### src/rtl/ball_motion_ctrl_pkg.sv
// ball_motion_ctrl_pkg: shared FSM/direction encodings, screen constants and NES button indices.
// Optional build macro BALL_WRAP_EN (used by the axis stepper) switches edge clamping to wrapping.
package ball_motion_ctrl_pkg;
  typedef enum logic [1:0] {ST_IDLE, ST_SPEED, ST_MOVE} state_e;
  typedef enum logic [1:0] {DIR_NONE, DIR_POS, DIR_NEG} dir_e;
  localparam int H_ACTIVE = 640;
  localparam int V_ACTIVE = 480;
  localparam int BALL_SIZE = 16;
  localparam int NES_BUTTON_A = 0;
  localparam int NES_BUTTON_B = 1;
  localparam int NES_BUTTON_SELECT = 2;
  localparam int NES_BUTTON_START = 3;
  localparam int NES_BUTTON_UP = 4;
  localparam int NES_BUTTON_DOWN = 5;
  localparam int NES_BUTTON_LEFT = 6;
  localparam int NES_BUTTON_RIGHT = 7;
  typedef struct packed {
    logic start;
    logic up;
    logic down;
    logic left;
    logic right;
  } pad_t;
  function automatic dir_e dir_of(input logic neg, input logic pos);
    return (neg == pos) ? DIR_NONE : pos ? DIR_POS : DIR_NEG;
  endfunction
endpackage

### src/rtl/ball_motion_ctrl_axis_stepper.sv
// ball_motion_ctrl_axis_stepper: speed/acceleration and position state for one screen axis.
// Ports: i_clk/i_rst_n clock and async active-low reset; i_neg/i_pos direction buttons;
//   i_speed_en speed-update cycle; i_move_en position-update cycle; i_recentre START override;
//   i_axis_max largest legal position; o_pos position; o_speed current speed.
// Macro BALL_WRAP_EN: positions wrap around the axis instead of clamping at the edges.
module ball_motion_ctrl_axis_stepper
  import ball_motion_ctrl_pkg::*;
#(
  parameter int MAX_SPEED = 7,
  parameter int ACCEL_FRAMES = 4,
  parameter logic [9:0] START_POS = 10'd0
) (
  input  logic       i_clk,
  input  logic       i_rst_n,
  input  logic       i_neg,
  input  logic       i_pos,
  input  logic       i_speed_en,
  input  logic       i_move_en,
  input  logic       i_recentre,
  input  logic [9:0] i_axis_max,
  output logic [9:0] o_pos,
  output logic [3:0] o_speed
);
  localparam int CW = ACCEL_FRAMES > 1 ? $clog2(ACCEL_FRAMES) : 1;
  localparam logic [3:0] SPD_MAX = 4'(MAX_SPEED);
  localparam logic [CW-1:0] CNT_LAST = CW'(ACCEL_FRAMES - 1);
  dir_e dir_q, dir_d, new_dir;
  logic [3:0] speed_q, speed_d, speed_up;
  logic [CW-1:0] cnt_q, cnt_d;
  logic [9:0] pos_q, pos_d, pos_up, pos_dn;
  logic [10:0] up, lim;
  logic under, restart;
  always_comb begin
    new_dir = dir_of(i_neg, i_pos);
    up = {1'b0, pos_q} + {7'd0, speed_q};
    lim = {1'b0, i_axis_max};
    under = pos_q < {6'd0, speed_q};
`ifdef BALL_WRAP_EN
    pos_up = up > lim ? 10'(up - lim - 11'd1) : pos_q + {6'd0, speed_q};
    pos_dn = under ? 10'(lim + 11'd1 + {1'b0, pos_q} - {7'd0, speed_q}) : pos_q - {6'd0, speed_q};
`else
    pos_up = up > lim ? i_axis_max : pos_q + {6'd0, speed_q};
    pos_dn = under ? '0 : pos_q - {6'd0, speed_q};
`endif
    speed_up = speed_q == SPD_MAX ? SPD_MAX : speed_q + 4'd1;
    // a released or reversed direction restarts the acceleration ramp
    restart = new_dir == DIR_NONE || new_dir != dir_q;
    dir_d = i_speed_en ? new_dir : dir_q;
    speed_d = !i_speed_en ? speed_q :
              new_dir == DIR_NONE ? '0 :
              new_dir != dir_q ? 4'd1 :
              cnt_q == CNT_LAST ? speed_up : speed_q;
    cnt_d = !i_speed_en ? cnt_q : (restart || cnt_q == CNT_LAST) ? '0 : cnt_q + CW'(1);
    pos_d = !i_move_en ? pos_q :
            i_recentre ? START_POS :
            dir_q == DIR_POS ? pos_up :
            dir_q == DIR_NEG ? pos_dn : pos_q;
    if (i_move_en && i_recentre) begin
      speed_d = '0;
      cnt_d = '0;
      dir_d = DIR_NONE;
    end
  end
  always_ff @(posedge i_clk or negedge i_rst_n) begin
    if (!i_rst_n) begin
      dir_q <= DIR_NONE;
      speed_q <= '0;
      cnt_q <= '0;
      pos_q <= START_POS;
    end else begin
      dir_q <= dir_d;
      speed_q <= speed_d;
      cnt_q <= cnt_d;
      pos_q <= pos_d;
    end
  end
  assign o_pos = pos_q;
  assign o_speed = speed_q;
endmodule

### src/rtl/ball_motion_ctrl.sv
// ball_motion_ctrl: per-frame ball position controller driven by NES buttons and a vblank strobe.
// Ports: i_clk clock; i_rst_n async active-low reset; i_frame_strobe vblank pulse;
//   i_buttons NES button byte (1=pressed); o_ball_x/o_ball_y top-left ball position;
//   o_moving either axis speed nonzero; o_update_done pulse when the position registers update.
// Macro BALL_WRAP_EN: screen edges wrap instead of clamping (no port or latency change).
module ball_motion_ctrl
  import ball_motion_ctrl_pkg::*;
#(
  parameter int MAX_SPEED = 7,
  parameter int ACCEL_FRAMES = 4,
  parameter int START_X = 312,
  parameter int START_Y = 232
) (
  input  logic       i_clk,
  input  logic       i_rst_n,
  input  logic       i_frame_strobe,
  input  logic [7:0] i_buttons,
  output logic [9:0] o_ball_x,
  output logic [9:0] o_ball_y,
  output logic       o_moving,
  output logic       o_update_done
);
  localparam logic [9:0] XMAX = 10'(H_ACTIVE - BALL_SIZE);
  localparam logic [9:0] YMAX = 10'(V_ACTIVE - BALL_SIZE);
  state_e state_q, state_d;
  pad_t pad_q, pad_d;
  logic done_q, done_d, take;
  logic [3:0] speed_x, speed_y;
  logic unused_btns;
  assign unused_btns = ^{i_buttons[NES_BUTTON_A], i_buttons[NES_BUTTON_B], i_buttons[NES_BUTTON_SELECT]};
  always_comb begin
    // strobes outside IDLE are dropped, never queued
    take = state_q == ST_IDLE && i_frame_strobe;
    state_d = take ? ST_SPEED : state_q == ST_SPEED ? ST_MOVE : ST_IDLE;
    pad_d = take ? '{start: i_buttons[NES_BUTTON_START], up: i_buttons[NES_BUTTON_UP],
                     down: i_buttons[NES_BUTTON_DOWN], left: i_buttons[NES_BUTTON_LEFT],
                     right: i_buttons[NES_BUTTON_RIGHT]} : pad_q;
    done_d = state_q == ST_MOVE;
  end
  always_ff @(posedge i_clk or negedge i_rst_n) begin
    if (!i_rst_n) begin
      state_q <= ST_IDLE;
      pad_q <= '0;
      done_q <= 1'b0;
    end else begin
      state_q <= state_d;
      pad_q <= pad_d;
      done_q <= done_d;
    end
  end
  ball_motion_ctrl_axis_stepper #(
    .MAX_SPEED(MAX_SPEED), .ACCEL_FRAMES(ACCEL_FRAMES), .START_POS(10'(START_X))
  ) u_x (
    .i_clk(i_clk), .i_rst_n(i_rst_n), .i_neg(pad_q.left), .i_pos(pad_q.right),
    .i_speed_en(state_q == ST_SPEED), .i_move_en(state_q == ST_MOVE), .i_recentre(pad_q.start),
    .i_axis_max(XMAX), .o_pos(o_ball_x), .o_speed(speed_x)
  );
  ball_motion_ctrl_axis_stepper #(
    .MAX_SPEED(MAX_SPEED), .ACCEL_FRAMES(ACCEL_FRAMES), .START_POS(10'(START_Y))
  ) u_y (
    .i_clk(i_clk), .i_rst_n(i_rst_n), .i_neg(pad_q.up), .i_pos(pad_q.down),
    .i_speed_en(state_q == ST_SPEED), .i_move_en(state_q == ST_MOVE), .i_recentre(pad_q.start),
    .i_axis_max(YMAX), .o_pos(o_ball_y), .o_speed(speed_y)
  );
  assign o_moving = |{speed_x, speed_y};
  assign o_update_done = done_q;
endmodule

### config.mk
export PLATFORM = sky130hd
export DESIGN_NAME = ball_motion_ctrl
export DESIGN_NICKNAME = d
export VERILOG_FILES = /design/src/rtl/ball_motion_ctrl_pkg.sv /design/src/rtl/ball_motion_ctrl_axis_stepper.sv /design/src/rtl/ball_motion_ctrl.sv
export SDC_FILE = /design/constraint.sdc
export NUM_CORES = 1
export LEC_CHECK = 0
export CAP_MARGIN = 20
export CORE_MARGIN = 1
export CORE_UTILIZATION = 30
export DETAILED_ROUTE_END_ITERATION = 10
export GPL_TIMING_DRIVEN = 0
export SLEW_MARGIN = 20
export SYNTH_ARGS = -nofsm -noshare
export SYNTH_HDL_FRONTEND = slang
export SYNTH_HIERARCHICAL = 1
export SYNTH_SLANG_ARGS = --single-unit
### constraint.sdc
create_clock -name i_clk -period 3.52 [get_ports i_clk]
set_input_delay 0.704 -clock i_clk [delete_from_list [all_inputs] [get_ports i_clk]]
set_output_delay 0.704 -clock i_clk [all_outputs]
set_load 0.01 [all_outputs]
==> summary.md, run 1 <==
| Metric | Value |
|---|---|
| Final std cells w/o fill | 769 |
| Most frequent cells in the layout | ha_1 (40), inv_1 (37), a21oi_1 (34), conb_1 (33), o21ai_0 (31) |
| Synth area leaders | dfrtp_1 (21%), ha_1 (13%), dfstp_2 (4.9%), a21oi_1 (4.6%), o21ai_0 (4.2%) |
| Register area share after synthesis | 0.2615 |
| Final Hold Viols | 0 |
| DP Area | around 0.005 mm² |
| R2R depth | 16 |
| Rel. slew slack | 0.4288 |
| Seq cells post-synth | 44 |
| Fin crit share | 1.026 |
| Final Total Pwr | roughly 3.5 mW |
| CTS root buffer | clkbuf_16 |
| Drt first pass iters | 4 |
| Share of cells above drive strength 1 | 0.2088 |
| # clock sinks | 44 |
| Routability cong. | 0.8899 |
| Core area | about 0.014 mm² |
| P_int | around 2 mW |
| CTS buffer count | 5 |
| Critical path launch point type | flip-flop |
| FP Rows | 43 |
| Commonest non-fill, non-tap cell in the layout | ha_1 |
| Clock skew | 7.313 ps |
| Crit Path Class | flip-flop to flip-flop |
| Nets | 647 |
| I/O Buffers | 29 |
| Register share of total power | 0.237 |
| Post-layout min period | 3611 ps |
| Switch share | 0.4366 |
| Vias in the first global route | 3944 |
| Gr ovfl total | 0 |
| I/O pin count | 33 |
| Die ar. | 0.01464 mm² |
| Net Sw Power | 1.526 mW |
| Gate Count Post-Synth | 493 |
| Initial antenna violation count | 0 |
| TritonCTS clock tree | built |
| Post-Syn Area | 0.004249 mm² |
| Vias per Instance | 5.062 |
| Post-route cell area | 0.005562 mm² |
| Area grow syn2layout | 30.89% |
| Antenna-violating nets left | 0 |
| WL/cell | 14.75 µm |
| GRT Resource Usage Total | 0.1629 |
| TNS Setup | -257.7 ps |
| Final core occ | 0.4022 |
| Number of flops mapped to enable cells by yosys | 0 |
| Clock transition at path regs | approximately 70 ps |
| Final setup vio count | 6 |
| Comb pwr share | 0.605 |
| Yosys cell types | 80 |
| Worst setup EP type | flip-flop |
| DP Worst Slack | -512.6 ps |
| Placed Cells | 734 |
| Drt total wl | 11350 µm |
| Final worst slack | -91.29 ps |
| Failing checks | negative setup slack |
| Unrepaired setup endpoints after global routing | true |
| Vias | 3893 |
| Worst skew pair latency | 300 ps |
| First-pass GRT wire length | 19160 µm |
| Clk pwr share | 0.158 |
| Worst-Margin Slew | 835.2 ps |
| Cell Pwr Density | 628.4 mW/mm² |
| # DRC | 0 |
| FMAX | 276.9 MHz |
| VDD IR-drop max | 0.0003986 V |
| Largest area contributor in the netlist | dfrtp_1 |
| Worst Path Max Fanout | 4 |
| Max H-tree Level | 2 |
| Clock Tree Buf Depth | 2 |
| Ant. Diodes | 0 |
| Async set or reset register ratio after synthesis | 1.000 |
| Yosys top cell area share | 0.2120 |
| Main flop type after synthesis | dfrtp_1 |
| Max cap viols | 0 |
| Pin count of the biggest net entering global routing | 31 |
| Synth Warn # | 6 |
| Die Wd | between 100 and 150 µm |
| Die Y | 121.0 µm |
| Worst hold-check slack | 321.6 ps |
| Run status | finished with violations |
| Max-slew violations | 0 |
| HP Class | input pin to async pin |
| CP Data Required Time | 3700 ps |
| Cts hold-fix bufs | 0 |
| 1st-iter DRT viols | 250 |
| Detail Placement HPWL | between 8000 and 9000 µm |
| Initial Utilization | 0.3073 |
| P_leak | 2.404 nW |
| Synthesized area per cell | 8.619 µm² |
| WP data arrival | 3790 ps |
kinds of logic after synthesis:
kind of cell | count (synthesis) | synth area share
compound gates | 145 | 0.2365
xor+xnor | 25 | 0.05153
fa+ha+maj | 48 | 0.1484
buf+inv | 63 | 0.06478
flops | 44 | 0.2615
mux | 18 | 0.04505
other cells | 2 | 0.001767
simple gates | 148 | 0.1905
power groups by stage:
| stage | Combinational [mW] | Sequential (mW) | Clock [mW] |
|---|---|---|---|
| finish | 2.11 | 0.827 | 0.553 |
| global route | 2.35 | 0.852 | 0.590 |
| CTS | 1.98 | 0.823 | 0.569 |
| detailed placement | 1.78 | 0.852 | 0 |
| global placement | 1.72 | 0.844 | 0 |
| floorplan | 1.26 | 0.833 | 0 |
metal layers:
layer	global-route usage	up-vias	wire [µm]
met5	0	-	0
met4	0.03318	0	133
met3	0.02538	10	432
met2	0.2857	63	5715
met1	0.2099	1874	5065
li1	-	1946	-
synthesized netlist by cell type (4+ instances only):
library cell and n:
nor2b_1 7, xnor2_1 10, nand4_1 6, nor4_1 6, nor3_1 15, inv_1 41, a21oi_1 39, o22ai_1 4
dfrtp_1 36, fa_1 4, ha_1 44, buf_2 7, xor2_1 15, dfstp_2 8, clkbuf_1 9, a22oi_1 4
a21o_1 7, mux2_2 5, nand2b_1 9, nand3_1 12, and3_1 7, a41oi_1 4, a211oi_1 7, nand2_1 27
o21ai_0 36, mux2i_1 12, nor2_1 29, o31ai_1 4, nand3b_1 4
critical path: stages, from the launching register on:
cell and delay [ps]:
dfrtp_2 400, ha_4 150, inv_2 40, fa_2 400, nor3_2 200, a211o_4 140, buf_6 130, nand2_1 80
xnor2_2 150, ha_1 330, nand4_1 180, a21oi_2 80, a2111oi_4 360, or2_1 160, buf_6 110, mux2_4 290
a221o_1 280
layout make-up:
cell class,count,area [µm²]
buffer,20,113.9
clock buffer,5,125.1
clock inverter,3,47.55
fill,1368,8265
inverter,42,157.7
multi-input combinational,417,3206
sequential,44,1120
tap,180,225.2
timing repair buffer,58,566.8
flip-flops by register name, summed over array words and instances, names as in the netlist:
signal	flops
u_x/o_speed	4
u_y/cnt_q	2
u_y/o_speed	4
pad_q	5
state_q	2
u_x/dir_q	2
u_y/o_pos	10
u_x/cnt_q	2
u_x/o_pos	10
u_y/dir_q	2
o_update_done	1
final timing paths:
| kind | slack, ps | from | end |
|---|---|---|---|
| setup / recovery | -90 | u_x/o_speed[0]$_DFFE_PN0P_ | u_x/o_pos[9]$_DFFE_PN0P_ |
| hold / removal | 320 | i_rst_n | u_x/cnt_q[0]$_DFFE_PN0P_ |
| max in group asynchronous | 2630 | i_rst_n | u_y/o_pos[3]$_DFFE_PN1P_ |
| min in group i_clk | 500 | u_x/cnt_q[0]$_DFFE_PN0P_ | u_x/cnt_q[0]$_DFFE_PN0P_ |
| hold reg to reg | 500 | u_x/cnt_q[0]$_DFFE_PN0P_ | u_x/cnt_q[0]$_DFFE_PN0P_ |
| setup reg to reg | -90 | u_x/o_speed[0]$_DFFE_PN0P_ | u_x/o_pos[9]$_DFFE_PN0P_ |
what timing repair did:
action                     in CTS  in global routing
cloned                          1                  0
resized for setup              21                 37
pin swaps                      12                 27
setup endpoints to repair      19                 19
setup buffers                  23                  5
(Power assumes the default switching activity.)
==> run 2, diff against run 1 <==
- CTS_BUF_LIST: default -> sky130_fd_sc_hd__clkbuf_4 sky130_fd_sc_hd__clkbuf_8
- HOLD_SLACK_MARGIN: default -> 0.03
==> run 2 against run 1 <==
  * The run still ends with negative setup slack left
  * Highest routed layer unchanged
  * Global-route usage barely moved
  * Fmax rose by 2.1%
  * Clock skew barely moved
  * Largest cell class unchanged
  * Wire length rose by 1.7%
==> summary.md, run 2 (same netlist as run 1, synthesis figures left out) <==
| Metric | Value |
|---|---|
| Unrepaired setup endpoints after global routing | true |
| Drt first pass iters | 4 |
| Critical path launch point type | flip-flop |
| Max H-tree Level | 2 |
| Max cap viols | 0 |
| Register area | 0.001121 mm² |
| Die ar. | between 0.01 and 0.015 mm² |
| TritonCTS clock tree | built |
| First-pass GRT wire length | 19150 µm |
| # DRC | 0 |
| Nets | roughly 660 |
| Vias | a little under 4000 |
| Fin crit share | 1.005 |
| DP Worst Slack | -512.6 ps |
| Share of cells above drive strength 1 | 0.2295 |
| FMAX | 282.8 MHz |
| Detail Placement HPWL | 8193 µm |
| P_leak | 2.390 nW |
| 1st-iter DRT viols | 218 |
| Worst hold-check slack | 294.6 ps |
| I/O pin count | 33 |
| Ant. Diodes | 0 |
| Crit Path Class | flip-flop to flip-flop |
| Clock skew | 6.876 ps |
| Post-layout min period | 3537 ps |
| Cell Pwr Density | 606.3 mW/mm² |
| Rel. slew slack | 0.4254 |
| Gr ovfl total | 0 |
| Die Y | 121.0 µm |
| HP Class | input pin to async pin |
| Antenna-violating nets left | 0 |
| Pin count of the biggest net entering global routing | 31 |
| Placed Cells | between 700 and 800 |
| Run status | finished with violations |
| Final Hold Viols | 0 |
| Worst skew pair latency | slightly above 300 ps |
| Net Sw Power | between 1.5 and 2 mW |
| Routability cong. | around 0.9 |
| Worst setup EP type | flip-flop |
| CP Data Required Time | ~3700 ps |
| Comb pwr share | 0.630 |
| Register share of total power | 0.247 |
| Vias in the first global route | 3962 |
| Area grow syn2layout | 30.80% |
| CTS buffer count | 5 |
| # clock sinks | 44 |
| Switch share | 0.4508 |
| Max-slew violations | 0 |
| Area of the multi-input gates | about 0.0032 mm² |
| Filler Cell Count | 1366 |
| Clock Tree Buf Depth | 2 |
| Initial antenna violation count | 0 |
| Metal2 WL | 5781 µm |
| Clk pwr share | 0.123 |
| Worst Path Max Fanout | 8 |
| Most frequent cells in the layout | ha_1 (38), inv_1 (36), a21oi_1 (35), buf_4 (34), conb_1 (33) |
| Vias per Instance | 5.099 |
| Drt total wl | 11540 µm |
| FP Rows | 43 |
| WL/cell | ~15 µm |
| Clock transition at path regs | 100 ps |
| Final setup vio count | 2 |
| Top sig layer | met4 |
| Final worst slack | -16.56 ps |
| Core area | 0.01383 mm² |
| Commonest non-fill, non-tap cell in the layout | ha_1 |
| WP data arrival | between 3000 and 4000 ps |
| VDD IR-drop max | 0.0003996 V |
| Final std cells w/o fill | 777 |
| Met3 Wirelength | 368 µm |
| Die Wd | 121.0 µm |
| I/O Buffers | 29 |
| GRT Resource Usage Total | 0.1630 |
| CTS root buffer | clkbuf_8 |
| P_int | ~1.9 mW |
| Worst-Margin Slew | 840.2 ps |
| Initial Utilization | 0.3073 |
| WL met1 | 5176 µm |
| Failing checks | negative setup slack |
[run 2: cell types whose count changed in the layout (fill, tap and decap cells not counted), moves of 2 or more]
cell	previous run	this run
ha_1	40	38
clkbuf_16	5	0
buf_4	23	34
ha_4	3	5
clkbuf_8	0	5
[run 2: metrics by stage]
stage                     area, µm²    util  TNS [ps]  power, mW
after floorplan                4375       -    -48.80      2.092
after global placement         4891  0.3537     -2606      2.567
after detailed placement       4906  0.3548     -4000      2.633
after CTS                      5334  0.3858    -51.58      3.241
after global routing           5558  0.4020    -906.3      3.660
final                          5558  0.4020    -26.50      3.370
[run 2: power groups by stage]
stage	logic (mW)	clock network (mW)	registers [mW]
floorplan	1.26	0	0.833
global placement	1.72	0	0.844
detailed placement	1.78	0	0.852
CTS	1.99	0.429	0.826
global route	2.35	0.446	0.860
finish	2.12	0.414	0.834
[run 2: final cells by class]
type                    count  area share
well taps                 180     0.04052
flip-flops and latches     44      0.2017
clock buffers               5     0.01238
clock inverters             3    0.008555
multi-input cells         417      0.5806
plain buffers              19     0.01981
repair buffers             67      0.1076
inverters                  42     0.02882
[run 2: metal layers]
layer,vias up,global-route usage
li1,1960,-
met1,1918,0.2093
met2,64,0.2843
met3,20,0.02209
met4,0,0.04398
met5,-,0
[run 2: worst max-delay path, stage by stage (launching register included)]
cell       delay, ps
dfrtp_1          430
inv_1             80
ha_1             290
buf_6            130
inv_2             50
a211o_4          320
buf_4            170
xor2_1           160
ha_1             310
nand4_1          190
a21oi_2           80
a2111oi_4        370
or2_1            160
buf_6            110
mux2_4           290
a221o_1          280
[run 2: worst paths after layout]
path                                            start                        to  slack (ps)  cells past startpoint
hold / removal                                i_rst_n  u_x/cnt_q[0]$_DFFE_PN0P_         290                      1
setup / recovery           u_x/o_speed[3]$_DFFE_PN0P_  u_x/o_pos[9]$_DFFE_PN0P_         -20                     15
min in group i_clk           u_x/cnt_q[0]$_DFFE_PN0P_  u_x/cnt_q[0]$_DFFE_PN0P_         500                      1
hold reg to reg              u_x/cnt_q[0]$_DFFE_PN0P_  u_x/cnt_q[0]$_DFFE_PN0P_         500                      1
max in group asynchronous                     i_rst_n  u_y/o_pos[3]$_DFFE_PN1P_        2660                      2
setup reg to reg           u_x/o_speed[3]$_DFFE_PN0P_  u_x/o_pos[9]$_DFFE_PN0P_         -20                     15
[run 2: what timing repair did]
item / 4_1_cts / 5_1_grt
gates resized for setup: 31 / 32
setup buffers: 27 / 10
gates cloned: 0 / 0
pin swaps: 20 / 21
endpoints found under the setup margin: 19 / 19
hold buffers: 0 / 0
